==> src/rtl/otter_enc_pkg.sv <==
// Shared types and RV32I encoding constants for the OTTER instruction encoder.
package otter_enc_pkg;

    typedef enum logic [3:0] {
        OP_ADD  = 4'd0,
        OP_XOR  = 4'd1,
        OP_SLT  = 4'd2,
        OP_ADDI = 4'd3,
        OP_SLLI = 4'd4,
        OP_BEQ  = 4'd5,
        OP_LUI  = 4'd6,
        OP_JAL  = 4'd7
    } enc_op_t;

    typedef enum logic [1:0] {
        S_IDLE  = 2'd0,
        S_WRITE = 2'd1,
        S_DONE  = 2'd2
    } enc_state_t;

    localparam logic [6:0] OPC_OP     = 7'b0110011;
    localparam logic [6:0] OPC_OP_IMM = 7'b0010011;
    localparam logic [6:0] OPC_BRANCH = 7'b1100011;
    localparam logic [6:0] OPC_LUI    = 7'b0110111;
    localparam logic [6:0] OPC_JAL    = 7'b1101111;

    localparam logic [2:0] F3_ADD  = 3'b000;
    localparam logic [2:0] F3_XOR  = 3'b100;
    localparam logic [2:0] F3_SLT  = 3'b010;
    localparam logic [2:0] F3_ADDI = 3'b000;
    localparam logic [2:0] F3_SLLI = 3'b001;
    localparam logic [2:0] F3_BEQ  = 3'b000;

    localparam logic [6:0] F7_ZERO = 7'b0000000;

    localparam logic [31:0] NOP_WORD = 32'h0000_0013;

endpackage

==> src/rtl/enc_imm_fmt.sv <==
// Places a request immediate into its RV32I bit positions and flags out-of-range values.
// Range checking is compiled in only when ENCODER_RANGE_CHECK_EN is defined.
module enc_imm_fmt
    import otter_enc_pkg::*;
(
    input  logic [3:0]  req_op,
    input  logic [31:0] req_imm,
    output logic [31:0] imm_bits,
    output logic        imm_err
);

    enc_op_t op;

    assign op = enc_op_t'(req_op);

    always_comb begin
        imm_bits = '0;
        case (op)
            OP_ADDI: imm_bits = {req_imm[11:0], 20'b0};
            OP_SLLI: imm_bits = {F7_ZERO, req_imm[4:0], 20'b0};
            OP_BEQ:  imm_bits = {req_imm[12], req_imm[10:5], 13'b0,
                                 req_imm[4:1], req_imm[11], 7'b0};
            OP_LUI:  imm_bits = {req_imm[31:12], 12'b0};
            OP_JAL:  imm_bits = {req_imm[20], req_imm[10:1], req_imm[11],
                                 req_imm[19:12], 12'b0};
            default: imm_bits = '0;
        endcase
    end

`ifdef ENCODER_RANGE_CHECK_EN
    logic signed [31:0] simm;

    assign simm = $signed(req_imm);

    always_comb begin
        imm_err = 1'b0;
        case (op)
            OP_ADDI: imm_err = (simm < -2048) || (simm > 2047);
            // unsigned compare also rejects negative shift amounts
            OP_SLLI: imm_err = (req_imm > 32'd31);
            OP_BEQ:  imm_err = req_imm[0] || (simm < -4096) || (simm > 4094);
            OP_JAL:  imm_err = req_imm[0] || (simm < -1048576) || (simm > 1048574);
            OP_LUI:  imm_err = (req_imm[11:0] != 12'd0);
            default: imm_err = 1'b0;
        endcase
    end
`else
    assign imm_err = 1'b0;
`endif

endmodule

==> src/rtl/otter_instr_encoder.sv <==
// Encodes RV32I instruction requests and streams the words into instruction memory.
// Optional immediate range checking: define ENCODER_RANGE_CHECK_EN.
module otter_instr_encoder
    import otter_enc_pkg::*;
(
    input  logic        CLK,
    input  logic        RST,
    input  logic        start,
    input  logic        req_valid,
    output logic        req_ready,
    input  logic [3:0]  req_op,
    input  logic [4:0]  req_rd,
    input  logic [4:0]  req_rs1,
    input  logic [4:0]  req_rs2,
    input  logic [31:0] req_imm,
    input  logic        req_last,
    output logic        mem_we,
    output logic [13:0] mem_addr,
    output logic [31:0] mem_wdata,
    input  logic        mem_ready,
    output logic        done,
    output logic        err_imm,
    output logic [14:0] count
);

    enc_state_t state, state_nxt;
    enc_op_t    op;
    logic [31:0] imm_bits;
    logic        imm_err;
    logic [31:0] enc_word;
    logic        enc_err;
    logic        last_q;
    logic        accept;
    logic        write_done;

    enc_imm_fmt u_imm_fmt (
        .req_op   (req_op),
        .req_imm  (req_imm),
        .imm_bits (imm_bits),
        .imm_err  (imm_err)
    );

    assign op = enc_op_t'(req_op);

    // Unused register fields are forced to zero per instruction format.
    always_comb begin
        enc_word = NOP_WORD;
        enc_err  = imm_err;
        case (op)
            OP_ADD:  enc_word = {F7_ZERO, req_rs2, req_rs1, F3_ADD, req_rd, OPC_OP};
            OP_XOR:  enc_word = {F7_ZERO, req_rs2, req_rs1, F3_XOR, req_rd, OPC_OP};
            OP_SLT:  enc_word = {F7_ZERO, req_rs2, req_rs1, F3_SLT, req_rd, OPC_OP};
            OP_ADDI: enc_word = imm_bits | {12'b0, req_rs1, F3_ADDI, req_rd, OPC_OP_IMM};
            OP_SLLI: enc_word = imm_bits | {12'b0, req_rs1, F3_SLLI, req_rd, OPC_OP_IMM};
            OP_BEQ:  enc_word = imm_bits | {7'b0, req_rs2, req_rs1, F3_BEQ, 5'b0, OPC_BRANCH};
            OP_LUI:  enc_word = imm_bits | {20'b0, req_rd, OPC_LUI};
            OP_JAL:  enc_word = imm_bits | {20'b0, req_rd, OPC_JAL};
            default: begin
                enc_word = NOP_WORD;
                enc_err  = 1'b1;
            end
        endcase
    end

    assign accept     = (state == S_IDLE) && req_valid && !start;
    assign write_done = (state == S_WRITE) && mem_ready && !start;

    always_ff @(posedge CLK or posedge RST) begin
        if (RST) begin
            state <= S_IDLE;
        end else begin
            state <= state_nxt;
        end
    end

    always_comb begin
        state_nxt = state;
        if (start) begin
            state_nxt = S_IDLE;
        end else begin
            case (state)
                S_IDLE:  if (req_valid) state_nxt = S_WRITE;
                S_WRITE: if (mem_ready) state_nxt = last_q ? S_DONE : S_IDLE;
                S_DONE:  state_nxt = S_DONE;
                default: state_nxt = S_IDLE;
            endcase
        end
    end

    always_comb begin
        req_ready = 1'b0;
        mem_we    = 1'b0;
        done      = 1'b0;
        case (state)
            S_IDLE:  req_ready = !start;
            S_WRITE: mem_we    = 1'b1;
            S_DONE:  done      = 1'b1;
            default: ;
        endcase
    end

    always_ff @(posedge CLK or posedge RST) begin
        if (RST) begin
            mem_addr  <= '0;
            mem_wdata <= '0;
            count     <= '0;
            err_imm   <= 1'b0;
            last_q    <= 1'b0;
        end else if (start) begin
            mem_addr <= '0;
            count    <= '0;
            err_imm  <= 1'b0;
        end else begin
            if (accept) begin
                mem_wdata <= enc_word;
                last_q    <= req_last;
                err_imm   <= err_imm | enc_err;
            end
            if (write_done) begin
                mem_addr <= mem_addr + 14'd1;
                if (count != '1) begin
                    count <= count + 15'd1;
                end
            end
        end
    end

endmodule
==> config.mk <==
export PLATFORM = sky130hd
export DESIGN_NAME = otter_instr_encoder
export DESIGN_NICKNAME = d
export VERILOG_FILES = /design/src/rtl/otter_enc_pkg.sv /design/src/rtl/enc_imm_fmt.sv /design/src/rtl/otter_instr_encoder.sv
export SDC_FILE = /design/constraint.sdc
export NUM_CORES = 1
export LEC_CHECK = 0
export ABC_AREA = 1
export ABC_CLOCK_PERIOD_IN_PS = 4800
export CAP_MARGIN = 25
export CORE_MARGIN = 2
export CORE_UTILIZATION = 49
export DETAILED_ROUTE_END_ITERATION = 7
export GPL_TIMING_DRIVEN = 0
export PLACE_DENSITY = 0.86
export SLEW_MARGIN = 20
export SYNTH_ARGS = -nofsm -noshare
export SYNTH_HDL_FRONTEND = slang
export SYNTH_SLANG_ARGS = --single-unit
export TNS_END_PERCENT = 10
==> constraint.sdc <==
create_clock -name CLK -period 4.8 [get_ports CLK]
set_clock_uncertainty 0.15 [all_clocks]
set_input_delay 1.44 -clock CLK [delete_from_list [all_inputs] [get_ports CLK]]
set_output_delay 1.44 -clock CLK [all_outputs]
set_load 0.01 [all_outputs]
==> metrics.cfg, run 1 <==
[synth]
syn-instance-count=454
synth.largest_area_cell=dfrtp_1
synth_top_area_share_pct=45.76
netlist_top_cells_count=nand2_1 (141), dfrtp_1 (64), nand3_1 (40), inv_1 (37), nor2_1 (33)
yosysMostFrequentCell=nand2_1
synth_seq_cells=64
synth_warnings=0
synth_area_leaders=dfrtp_1 (46%), nand2_1 (15%), nand3_1 (5.7%)
syn_area_um2=3500
syn_area_per_cell_um2=7.708
ys.flop_type=dfrtp_1
syn_nets=513
synth-edff-count=0
synth.distinct_cells=37
ys_seq_area_share_pct=45.76
async_flop_share_pct=100.0

[setup_path]
path_class=in2out
cp_data_arrival_time_ps=2790
crit_path_end_kind=primary output
required_ps=3210
crit_fanout=6
critPathLaunchType=primary input

[pwr]
power_density_nw_per_um2=287.3
p_leak_nw=2.240
peakVddDrop_mv=0.1792

[finish]
fin_nets=645
syn_to_final_growth_pct=45.37
diodes=0
fillers=515
seqCellArea_um2=1602
drive_gt1_share_pct=8.291
multi_input_area_um2=1644

[cts]
clk_pin_slew_worst_paths_ps=70
clkLatencyLatePin_ps=350
cts_tree=yes
cts.path.max_buffers=2
post-cts-setup-buffers=0
cts_sinks=64
cts-root-buf=clkbuf_8
htreeDepth=3
ctsHoldBuffers=0
cts_inserted_buffers=9
cts_resized=0

[floorplan]
die_area_um2=7834
core-area_um2=6869
fp.dieH_um=88.51
fp.dieW_um=88.51
ios=122
num_rows=30
start_util_pct=50.95

[detailed_routing]
drt_iter0_drc=180
wl_per_cell_um=13.70
via_count=3615
drc=0
ant_nets=0
wirelength_um=9414
vias_per_cell=5.262
first_pass_iters=4

[timing]
rsz0062_at_grt=no
finalSetupViolations=0
slew_headroom_pct=68.29
setup_slack_ps=420.8
slew_violations=0
timing.fmax_mhz=228.4
fin_crit_sh_pct=91.23
fin_crit_ps=4379
finalSetupTns_ps=0
hold_viol_final=0
worst_slew_pin_slew_ps=475.7

[global_routing]
grt_overflow_total=0
grt_pass1_vias=3423
grt_first_pass_wirelength_um=15590
antenna_found_initial=0
grt_usage_pct=25.73
grt_max_degree=54

[hold_path]
worstHoldPathType=reg2reg

[placement]
portBuffers=120
pre_cts_slack_ps=448.6
gp_congestion=0.9345
dpl.hpwl_um=7192

[status]
outcome=completed

[flow_run]
drv_cap=0

==> state kept, by name, summed over array words and instances, names as in the netlist <==
register,cells
count,15
mem_wdata,31
last_q,1
state,2
mem_addr,14
err_imm,1
==> critical path, stage by stage <==
cell and delay [ps]:
clkdlybuf4s50_1 480, inv_2 150, nand3_1 120, inv_1 70, clkdlybuf4s50_1 520
==> cell type report <==
class / count / area share [%]
Buffer: 14 / 1.845
Clock buffer: 11 / 2.582
Clock inverter: 5 / 2.066
Inverter: 42 / 3.197
Multi-Input combinational cell: 334 / 32.32
Sequential cell: 64 / 31.48
Tap cell: 96 / 2.361
Timing Repair Buffer: 121 / 24.15
==> per-stage QoR <==
| stage | hold slack (ps) | instances | power, mW | cell area, µm² | utilization [%] |
|---|---|---|---|---|---|
| 2_1_floorplan | 292.2 | 454 | 0.7401 | 3500 | - |
| 3_3_place_gp | 306.3 | 670 | 0.9020 | 4821 | 70.18 |
| 3_5_place_dp | 314.7 | 671 | 0.9132 | 4851 | 70.62 |
| 5_1_grt | 341.7 | 687 | 1.522 | 5087 | 74.06 |
| 6_report | 329.9 | 687 | 1.462 | 5087 | 74.06 |
| 4_1_cts | 330.4 | 687 | 1.471 | 5087 | 74.06 |
==> logic make-up (layout without fill, tap and decap cells) <==
logic type / Yosys count / count (layout) / share of synthesized area, %
buffers and inverters: 56 / 193 / 7.257
DFF: 64 / 64 / 45.76
xor gates and xnor gates: 6 / 6 / 1.502
and+or+nand+nor: 252 / 252 / 31.96
adders and majority gates: 2 / 2 / 0.7149
AOI/OAI and AO/OA: 74 / 74 / 12.80
==> layout by cell type (no fill, tap or decap), types with 3 or more instances in the layout <==
cell type        synthesis  routed
buf_6                    4       4
clkdlybuf4s50_1          0     120
nor2_4                   5       5
o21bai_1                 3       3
dfrtp_1                 64      64
bufinv_16                0       3
nand4_1                 15      15
nor2_1                  33      33
a22oi_1                  6       6
o21ai_1                  3       3
clkbuf_1                 5       7
buf_2                    3       3
nor3_1                   5       5
a21o_1                   9       9
o21ai_0                 23      23
a21oi_1                 21      21
nor2_2                   4       4
clkbuf_8                 0       9
inv_2                    4       4
inv_1                   37      36
nand3_1                 40      40
nand2_1                141     141
xor2_1                   5       5
nand2_2                  4       4
==> power by group <==
part | total [mW] | internal [mW] | switching, mW
sequential | 0.614 | 0.582 | 0.0315
combinational | 0.289 | 0.154 | 0.135
clock | 0.559 | 0.345 | 0.214
==> final timing paths <==
check | start | to | slack (ps) | depth (start not counted)
setup / recovery | start | req_ready | 420 | 5
min in group asynchronous | RST | mem_addr[4] | 1200 | 2
hold reg to reg | mem_wdata[16] | mem_wdata[16] | 330 | 1
max in group asynchronous | RST | count[3] | 2800 | 3
hold / removal | mem_wdata[16] | mem_wdata[16] | 330 | 1
setup reg to reg | count[0] | count[3] | 2950 | 10
==> routing by layer <==
layer	GRT usage, %	vias to the layer above	share of wire [%]
met5	0	-	0
met3	9.142	12	11
li1	-	1763	-
met1	31.26	1675	40
met2	42.93	165	48
met4	8.264	0	1.1
Note: power is estimated with default switching activity, not from simulation.
==> run 2, diff against run 1 <==
- CORE_ASPECT_RATIO: unset -> 1.25
==> run 2 against run 1 <==
- via count down 1.4%
- sequential share of layout area rose by 0.35 points
- first-iteration DRC count increased by 23%
- flip-flop and latch count stayed put
- fmax about the same
- final cell count down 1.0%
- setup slack better by 3.2 ps
- core utilization fell by 1.5 points
- sequential power hardly changed
- wire length rose by 3.2%
- critical path type unchanged
==> metrics.cfg, run 2 (synthesis results as in run 1) <==
[global_routing]
grt_first_pass_wirelength_um=16300  ; was 15590 µm
grt_usage_pct=26.36  ; was 25.73%
grt_overflow_total=0  ; unchanged
antenna_found_initial=0  ; unchanged
grt_max_degree=44  ; was 54
grt_pass1_vias=3583  ; was 3423

[cts]
cts-root-buf=clkbuf_8  ; unchanged
clk_pin_slew_worst_paths_ps=70  ; about the same
cts_resized=0  ; unchanged
cts_sinks=64  ; unchanged
cts.path.max_buffers=2  ; unchanged
post-cts-setup-buffers=0  ; unchanged
cts_inserted_buffers=9  ; unchanged
cts_tree=yes  ; unchanged
clkLatencyLatePin_ps=350  ; about the same
htreeDepth=3  ; unchanged
ctsHoldBuffers=0  ; unchanged

[setup_path]
path_common_cell=clkdlybuf4s50_1  ; unchanged
r2r-start=count[0]  ; unchanged
crit_fanout=6  ; unchanged
r2r_cells=9  ; was 10
critPathLaunchType=primary input  ; unchanged
required_ps=3210  ; about the same
r2r-end=count[10]  ; was count[3]
crit_chain=clkdlybuf4s50_1 -> inv_2 -> nand3_1 -> inv_1 -> clkdlybuf4s50_1  ; unchanged
crit_path_end_kind=primary output  ; unchanged
path_class=in2out  ; unchanged
max_stage_delay_ps=520  ; about the same
setup.worst_path.start=start  ; unchanged
crit_slowest_cell=clkdlybuf4s50_1  ; unchanged
path_buf_inv=4  ; unchanged
path_depth=5  ; unchanged
cp_data_arrival_time_ps=2790  ; about the same
path_delay_family=buffers and inverters  ; unchanged
r2r_slack_ps=2920  ; was 2950 ps

[hold_path]
hold-path-cell-count=2  ; was 1
hold_end=last_q  ; was mem_wdata[16]
min_from=last_q  ; was mem_wdata[16]
worstHoldPathType=reg2reg  ; unchanged

[finish]
syn_to_final_growth_pct=43.76  ; was 45.37%
final_cell_mix=nand2_1 (141), clkdlybuf4s50_1 (120), dfrtp_1 (64)  ; unchanged
fin_nets=645  ; unchanged
largest_reg_flops=31  ; unchanged
largest_registers=mem_wdata: 31 flops, count: 15 flops, mem_addr: 14 flops  ; unchanged
fin_area_um2=5031  ; was 5087 µm²
fillers=540  ; was 515
final_util_pct=72.56  ; was 74.06%
layout_commonest_cell=nand2_1  ; unchanged
regMostFlops=mem_wdata  ; unchanged
drive_gt1_share_pct=8.475  ; was 8.291%
diodes=0  ; unchanged
fin_cells=680  ; was 687

[timing]
timing.fmax_mhz=228.5  ; was 228.4 MHz
slew_violations=0  ; unchanged
finalSetupTns_ps=0  ; unchanged
slew_headroom_pct=61.77  ; was 68.29%
setup_slack_ps=424.0  ; was 420.8 ps
worst_slew_pin_slew_ps=573.4  ; was 475.7 ps
rsz0062_at_grt=no  ; unchanged
hold_viol_final=0  ; unchanged
fin_crit_ps=4376  ; was 4379 ps
fin_crit_sh_pct=91.17  ; was 91.23%
hold_slack_ps=333.0  ; was 329.9 ps
finalSetupViolations=0  ; unchanged

[floorplan]
fp.dieW_um=79.59  ; was 88.51 µm
die_area_um2=7838  ; was 7834 µm²
ios=122  ; unchanged
fp.dieH_um=98.49  ; was 88.51 µm
start_util_pct=50.47  ; was 50.95%
num_rows=34  ; was 30
core-area_um2=6934  ; was 6869 µm²

[placement]
dpl.cell_count=665  ; was 671
portBuffers=120  ; unchanged
place_area_um2=4836  ; was 4851 µm²
pre_cts_slack_ps=430.2  ; was 448.6 ps
dpl.hpwl_um=7456  ; was 7192 µm
gp_congestion=0.9640  ; was 0.9345

[detailed_routing]
top_signal_layer_used=met4  ; unchanged
first_pass_iters=4  ; unchanged
wl_met1_um=3692  ; was 3792 µm
wl_met2_um=4951  ; was 4491 µm
via_count=3566  ; was 3615
ant_nets=0  ; unchanged
wirelength_um=9717  ; was 9414 µm
vias_per_cell=5.244  ; was 5.262
drc=0  ; unchanged
wl_per_cell_um=14.29  ; was 13.70 µm
drt_iter0_drc=222  ; was 180
wl_met3_um=888  ; was 1025 µm

[pwr]
finalPower_mw=1.369  ; was 1.462 mW
power_density_nw_per_um2=272.1  ; was 287.3 nW/µm²
p_leak_nw=2.218  ; was 2.240 nW
peakVddDrop_mv=0.1618  ; was 0.1792 mV

[status]
outcome=completed  ; unchanged

[flow_run]
drv_cap=0  ; unchanged

[run 2: area by class of cell]
cell class	instances	area [µm²]	share of cell area, %
Tap cell	90	112.6	2.238
Clock inverter	5	57.56	1.144
Clock buffer	10	137.6	2.736
Sequential cell	64	1602	31.83
Timing Repair Buffer	121	1221	24.27
Buffer	14	93.84	1.865
Multi-Input combinational cell	334	1644	32.68
Inverter	42	162.7	3.233
[run 2: tightest hold or removal path, cell delays in order (launching register included)]
cell	delay [ps]
dfrtp_1	350
nand2_1	50
nand2_1	50
[run 2: routing by layer]
layer,GRT usage (%),up-vias
met1,29.78,1663
met4,9.814,0
met2,45.31,133
met3,9.341,17
met5,0,-
li1,-,1753
[run 2: power breakdown]
group          switching (mW)  internal, mW  leakage [nW]
Clock                   0.217         0.250        0.0904
Combinational           0.134         0.153          1.27
Sequential             0.0323         0.582         0.862
Total                   0.384         0.985          2.22
[run 2: worst max path at each step]
stage | slack [ps] | end
2_1_floorplan | 1490 | req_ready
3_3_place_gp | 420 | req_ready
3_5_place_dp | 430 | req_ready
4_1_cts | 420 | req_ready
5_1_grt | 370 | req_ready
6_report | 420 | req_ready
